==> src/rtl/booth_multiplier.sv <==
// booth_multiplier: sequential signed multiplier, radix-4 Booth recoding,
// one Booth digit per clock, start/busy/done handshake, registered result.
module booth_multiplier #(
   parameter int unsigned WIDTH = 32
) (
   input  logic                 clk,
   input  logic                 rst,
   input  logic                 start,
   input  logic [WIDTH-1:0]     a,
   input  logic [WIDTH-1:0]     b,
   output logic                 busy,
   output logic                 done,
   output logic [2*WIDTH-1:0]   result
);

   localparam int unsigned PW     = 2 * WIDTH;
   localparam int unsigned DIGITS = WIDTH / 2;
   localparam int unsigned CNT_W  = (DIGITS > 1) ? $clog2(DIGITS) : 1;
   localparam logic [CNT_W-1:0] LAST_DIGIT = CNT_W'(DIGITS - 1);

   typedef enum logic {
      S_IDLE = 1'b0,
      S_RUN  = 1'b1
   } state_t;

   state_t            state_q, state_d;
   logic [CNT_W-1:0]  cnt_q,    cnt_d;
   logic [PW-1:0]     a_q,      a_d;      // sign-extended multiplicand, pre-shifted by 2i
   logic [WIDTH:0]    b_q,      b_d;      // {b, 1'b0}, shifted right by 2 per digit
   logic [PW-1:0]     acc_q,    acc_d;
   logic [PW-1:0]     result_q, result_d;
   logic              busy_q,   busy_d;
   logic              done_q,   done_d;

   logic [PW-1:0]     pp;
   logic [PW-1:0]     acc_sum;

   // Booth recoding of the current triplet into a partial product
   always_comb begin
      pp = '0;
      unique case (b_q[2:0])
         3'b001, 3'b010: pp = a_q;
         3'b011:         pp = a_q << 1;
         3'b100:         pp = -(a_q << 1);
         3'b101, 3'b110: pp = -a_q;
         default:        pp = '0;
      endcase
   end

   assign acc_sum = acc_q + pp;

   // Next-state and datapath update
   always_comb begin
      state_d  = state_q;
      cnt_d    = cnt_q;
      a_d      = a_q;
      b_d      = b_q;
      acc_d    = acc_q;
      result_d = result_q;
      busy_d   = busy_q;
      done_d   = 1'b0;

      unique case (state_q)
         S_IDLE: begin
            if (start) begin
               a_d     = {{WIDTH{a[WIDTH-1]}}, a};
               b_d     = {b, 1'b0};
               acc_d   = '0;
               cnt_d   = '0;
               busy_d  = 1'b1;
               state_d = S_RUN;
            end
         end
         S_RUN: begin
            acc_d = acc_sum;
            a_d   = a_q << 2;
            b_d   = b_q >> 2;
            cnt_d = cnt_q + CNT_W'(1);
            if (cnt_q == LAST_DIGIT) begin
               result_d = acc_sum;
               done_d   = 1'b1;
               busy_d   = 1'b0;
               state_d  = S_IDLE;
            end
         end
         default: begin
            state_d = S_IDLE;
            busy_d  = 1'b0;
         end
      endcase
   end

   // State and datapath registers; synchronous reset aborts any operation
   always_ff @(posedge clk) begin
      if (rst) begin
         state_q  <= S_IDLE;
         cnt_q    <= '0;
         a_q      <= '0;
         b_q      <= '0;
         acc_q    <= '0;
         result_q <= '0;
         busy_q   <= 1'b0;
         done_q   <= 1'b0;
      end else begin
         state_q  <= state_d;
         cnt_q    <= cnt_d;
         a_q      <= a_d;
         b_q      <= b_d;
         acc_q    <= acc_d;
         result_q <= result_d;
         busy_q   <= busy_d;
         done_q   <= done_d;
      end
   end

   assign busy   = busy_q;
   assign done   = done_q;
   assign result = result_q;

endmodule

==> config.mk <==
export PLATFORM = sky130hd
export DESIGN_NAME = booth_multiplier
export DESIGN_NICKNAME = d
export VERILOG_FILES = /design/src/rtl/booth_multiplier.sv
export SDC_FILE = /design/constraint.sdc
export NUM_CORES = 1
export LEC_CHECK = 0
export ABC_CLOCK_PERIOD_IN_PS = 12400
export BUFFER_PORTS_ARGS = -buffer_cell sky130_fd_sc_hd__buf_2
export CAP_MARGIN = 0
export CORE_AREA = 2 2 233 212
export CTS_CLUSTER_SIZE = 14
export DETAILED_ROUTE_END_ITERATION = 8
export DIE_AREA = 0 0 235 214
export SETUP_SLACK_MARGIN = 0.3
export SYNTH_ARGS = -nofsm -noshare
export SYNTH_HDL_FRONTEND = slang
export SYNTH_SLANG_ARGS = --single-unit
==> constraint.sdc <==
create_clock -name clk -period 12.4 [get_ports clk]
set_input_delay 0.62 -clock clk [delete_from_list [all_inputs] [get_ports clk]]
set_output_delay 0.62 -clock clk [all_outputs]
set_load 0.005 [all_outputs]
# --- After elaboration in Yosys (flattened, before gate mapping) ---
# Index checks and enable logic that the tools add are counted.
word_totals:
  output_inout_bits: 66
  word_cells: 43
  ff_bits: 232
classes:
  addsub: 4
  n_bitwise: 1
  mux: 16
  n_reduce_logical: 5
  n_eq_ne: 9
op_table:
  columns: ["cell", "count"]
  rows:
  - ["one-hot mux 64 bit (2 select lines)", 2]
  - ["one-hot mux 64 bit (4 select lines)", 1]
  - ["2-to-1 mux 64 bit", 2]
  - ["negator 64 bit", 2]
  - ["one-hot mux 33 bit (2 select lines)", 1]
  - ["adder 64 bit", 1]
  - ["2-to-1 mux 33 bit", 1]
  - ["== test 3 bit (second input constant)", 3]
  - ["one-hot mux 4 bit (2 select lines)", 1]
  - ["== test 3 x 2 -> 1 bit (second input constant)", 2]
  - ["OR reduction 2 bit", 3]
  - ["2-to-1 mux 1 bit", 5]
  - ["adder 4 x 1 -> 4 bit (second input constant)", 1]
  - ["== test 4 bit (second input constant)", 1]
  - ["2-to-1 mux 4 bit", 1]
  - ["one-hot mux 1 bit (2 select lines)", 2]
  - ["AND reduction 2 bit", 2]
  - ["== test 3 x 1 -> 1 bit (second input constant)", 1]
  - ["!= test 2 x 1 -> 1 bit (second input constant)", 1]
  - ["!= test 2 bit (second input constant)", 1]
  - ["NOT 1 bit", 1]

# --- Longest topological paths before layout ---
depth:
  depth_word: 5
  ltp_mapped: 25

# --- Worst setup path after synthesis ---
# Ideal clock, no wire load.
synth_path:
  path_kind: "register to register"
  start: "register a_q[0]"
  end: "register acc_q[57]"
  path_slack_ns: 6.701
  path_stages_with_launch: 25
  t_arrival_ns: 5.570
  setup_ns: 0.129
  synth_period_minus_slack_ns: 5.699
  path_cell_list: "dfxtp_1 -> inv_1 -> ha_1 -> nor3b_1 -> nand2_1 -> or3_1 -> clkbuf_1 -> nor3_1 -> nand3_1 -> nor3_1 -> nand2_1 -> xnor2_1 -> o22ai_1 -> o21a_1 -> ha_1 -> nand2_1 -> or4_1 -> or3_1 -> a2111oi_0 -> o21bai_1 -> o211ai_1 -> a31oi_1 -> o21ai_0 -> xnor2_1 -> o21ai_0"
synth_between:
  elab_chain_cells: 4
  word_cells_on_any_way: 5
  classes_between: "3 x add/sub; 2 x mux"
synth_rtl:
  columns: ["item", "line_no", "source"]
  rows:
  - ["start: declaration", "28", "logic [PW-1:0] a_q, a_d;"]
  - ["start signal: assignment", "98", "a_q <= '0;"]
  - ["start signal: assignment", "107", "a_q <= a_d;"]
  - ["negator 64 bit (on tied branches)", "45, 44", null]
  - ["one-hot mux 64 bit (4 select lines) (*)", "41", "unique case (b_q[2:0])"]
  - ["adder 64 bit (*)", "50", "assign acc_sum = acc_q + pp;"]
  - ["one-hot mux 64 bit (2 select lines) (*)", "63", "unique case (state_q)"]
  - ["end signal: assignment", "100", "acc_q <= '0;"]
  - ["end signal: assignment", "109", "acc_q <= acc_d;"]
  - ["end: declaration", "30", "logic [PW-1:0] acc_q, acc_d;"]
# Mark *: on every way between the ends. The rest lies on a longest branch, timed or not.
# A chain may end at the register's enable or synchronous reset.

# --- Worst setup path in the final report ---
# Ends and elaborated chain as after synthesis.

==> flow_summary.ini <==
[die]
die_area_um2 = 50290
coreArea_um2 = 47640
die_x_um = 235
die_h_um = 214
rows = 76
initial_core_util = 0.3469
ios = 133

[sta]
timing.final.max_slew_violations = 0
tightestPinTransition_ns = 1.164
finClkSkew_ns = 0.04240
timing.fmax_mhz = 143.7
period_needed_ns = 6.961
max_slew_margin = 0.2223
fin_ws_ns = 5.439
rsz0062_at_grt = no
setup_viol = 0
layout_worst_path_cycle_share = 0.5614
hold_violations = 0
finalSetupTns_ns = 0

[setup_path]
cp.depth = 23
crit_top_cell = nand2_1
crit_path_max_incr_delay_ns = 0.57
critical_path.slowest_cell = or4_1
worstPathRequired_ns = 12.84
crit_path_end = acc_q[57]
startpoint = a_q[0]
timing.rr.start = a_q[0]
start_kind = flop
critPathMaxFanout = 8
r2r_slack_ns = 5.44
r2r_cells = 23
cp_top_family = simple AND/OR/NAND/NOR gates
r2r_end = acc_q[57]
endpoint_kind = flop
worst-path-buf-inv = 1
worstSetupPathType = flop to flop
critical_path_arrival_ns = 7.40
worstPathCellList = inv_1, ha_1, nor3b_1, nand2_1, or3_1, nor3_1, nand3_1, nor3_1, nand2_1, xnor2_1, o22ai_1, o21a_1, ha_1, nand2_1, or4_1, or3_1, a2111oi_0, o21bai_1, o211ai_1, a31oi_1, o21ai_0, xnor2_1, o21ai_0

[synth]
yosys.area.top_type = dfxtp_1
ys_top_cells_by_count = a21oi_1, nor2_1, nand2_1
syn_area_um2 = 16520
synth_warnings = 0
ys_types = 80
syn_inst = 2285
synth_area_leaders = dfxtp_1, a21oi_1, nor2_1
synth_edf_count = 0
async_flop_share = 0
synth-main-ff-cell = dfxtp_1
synth_most_common_cell = a21oi_1
syn_nets = 2418
ys_seq_area_frac = 0.2811
yosysTopAreaCellShare = 0.2811
ys_seq_elements = 232
synth_area_per_cell_um2 = 7.232

[routing]
firstDrtPassIters = 5
wl_um = 54250
wl_per_cell_um = 18.56
detail-route-antenna-nets = 0
drc = 0
vias = 16452
drt-initial-drc-count = 1421
vias_per_cell = 5.628

[outcome]
status = complete, no violations

[layout]
seq_area_um2 = 4651
fillers = 4947
nNetsFinal = 2405
multi_input_area_um2 = 11030
area_delta_synth_final_pct = 11.55
final_layout_size_suffix_gt1_frac = 0.1011
final_cell_area_um2 = 18430

[clock_tree]
h-tree-depth = 1
clk_latency_ns = 0.59
cts_tree = built
cts_root_buf = clkbuf_16
cts_inserted_buffers = 28
holdBufCountCts = 0
clk_pin_slew_ns = 0.06
cts_buffer_depth = 3
cts_num_sinks = 232
cts_setup_buffers = 0
cts_resized = 0

[global_routing]
grt_pass1_vias = 15071
grt_pass1_wl_um = 85580
grt_max_degree = 191
antenna_found_initial = 10
grt_overflow = 0
grt_usage = 0.2072

[placed_design]
hpwlAfterDp_um = 39300
postPlaceCellArea_um2 = 17420
portBuffers = 132
place_ws_ns = 5.540
place.gp.congestion = 0.9601

[min_path]
hp-class = primary input to flop

[power]
power.density_nw_per_um2 = 114.2
ir_worst_vdd_mv = 0.08972
p_leak_nw = 7.319

[flow_run]
maxCapViolCount = 0
[logic make-up (layout without fill, tap and decap cells)]
family | count (synthesis) | count (layout) | share of synthesized area
other | 0 | 5 | 0
AOI/OAI and AO/OA | 672 | 672 | 0.2474
DFF | 232 | 232 | 0.2811
xor gates and xnor gates | 143 | 143 | 0.07625
muxes | 80 | 80 | 0.04876
adders and majority gates | 66 | 66 | 0.05043
and+or+nand+nor | 864 | 864 | 0.2435
buffers and inverters | 228 | 237 | 0.05262
[state kept, by name, indices dropped and copies added (netlist names)]
signal   count
state_q      1
cnt_q        4
b_q         33
result      64
a_q         64
done         1
acc_q       64
busy         1
[worst register-to-register path, stage by stage, from the launching register on]
cell and delay (ns):
dfxtp_1 0.34, inv_1 0.11, ha_1 0.19, nor3b_1 0.38
nand2_1 0.31, or3_1 0.46, nor3_1 0.38, nand3_1 0.18
nor3_1 0.48, nand2_1 0.18, xnor2_1 0.18, o22ai_1 0.09
o21a_1 0.19, ha_1 0.35, nand2_1 0.11, or4_1 0.57
or3_1 0.33, a2111oi_0 0.56, o21bai_1 0.25, o211ai_1 0.47
a31oi_1 0.24, o21ai_0 0.25, xnor2_1 0.14, o21ai_0 0.08
[through the flow]
step	util	hold slack (ns)	instances	power [mW]
3_5_place_dp	0.3657	0.4439	2866	1.228
5_1_grt	0.3866	0.3678	2918	2.202
6_report	0.3869	0.3555	2923	2.104
3_3_place_gp	0.3657	0.4416	2866	1.223
4_1_cts	0.3866	0.3336	2918	2.124
2_1_floorplan	-	0.4315	2285	1.118
[per-layer routing]
| metal | part of all wire | track usage | vias to the layer above |
|---|---|---|---|
| li1 | - | - | 8077 |
| met1 | 0.49 | 0.3077 | 7706 |
| met2 | 0.41 | 0.3022 | 570 |
| met3 | 0.078 | 0.04227 | 87 |
| met4 | 0.025 | 0.05253 | 12 |
| met5 | 0.0015 | 0 | - |
[cells in the final DEF, fill, tap and decap left out, drive strengths merged, types with 35 or more instances in the layout]
cell    count
nand3      38
ha         65
o21ai     118
clkbuf     35
mux2i      76
nor3       52
xor2       66
xnor2      77
dfxtp     232
buf       151
nand2b     44
nor3b      37
nand2     266
nor2      304
a21oi     308
[layout make-up]
cell class / instances / area share
repair buffers: 151 / 0.04494
diodes: 5 / 0.0006788
clock inverters: 17 / 0.01317
multi-input cells: 1825 / 0.5986
clock buffers: 35 / 0.04107
well taps: 624 / 0.04236
flip-flops and latches: 232 / 0.2523
inverters: 34 / 0.006924
[report_power, final]
group / switching (mW) / leakage, nW / total, mW / internal [mW]
registers: 0.0488 / 1.89 / 0.822 / 0.773
logic: 0.255 / 4.95 / 0.397 / 0.142
clock network: 0.345 / 0.486 / 0.885 / 0.540
total: 0.649 / 7.32 / 2.10 / 1.46
[worst min path at each step]
stage	depth (start not counted)	to	slack [ns]	start
global route	3	b_q[31]	0.37	b[30]
CTS	3	b_q[31]	0.33	b[30]
floorplan	2	acc_q[35]	0.43	acc_q[35]
finish	3	b_q[31]	0.36	b[30]
global placement	2	result[25]	0.44	result[25]
detailed placement	2	result[46]	0.44	result[46]
(Power assumes the default switching activity.)
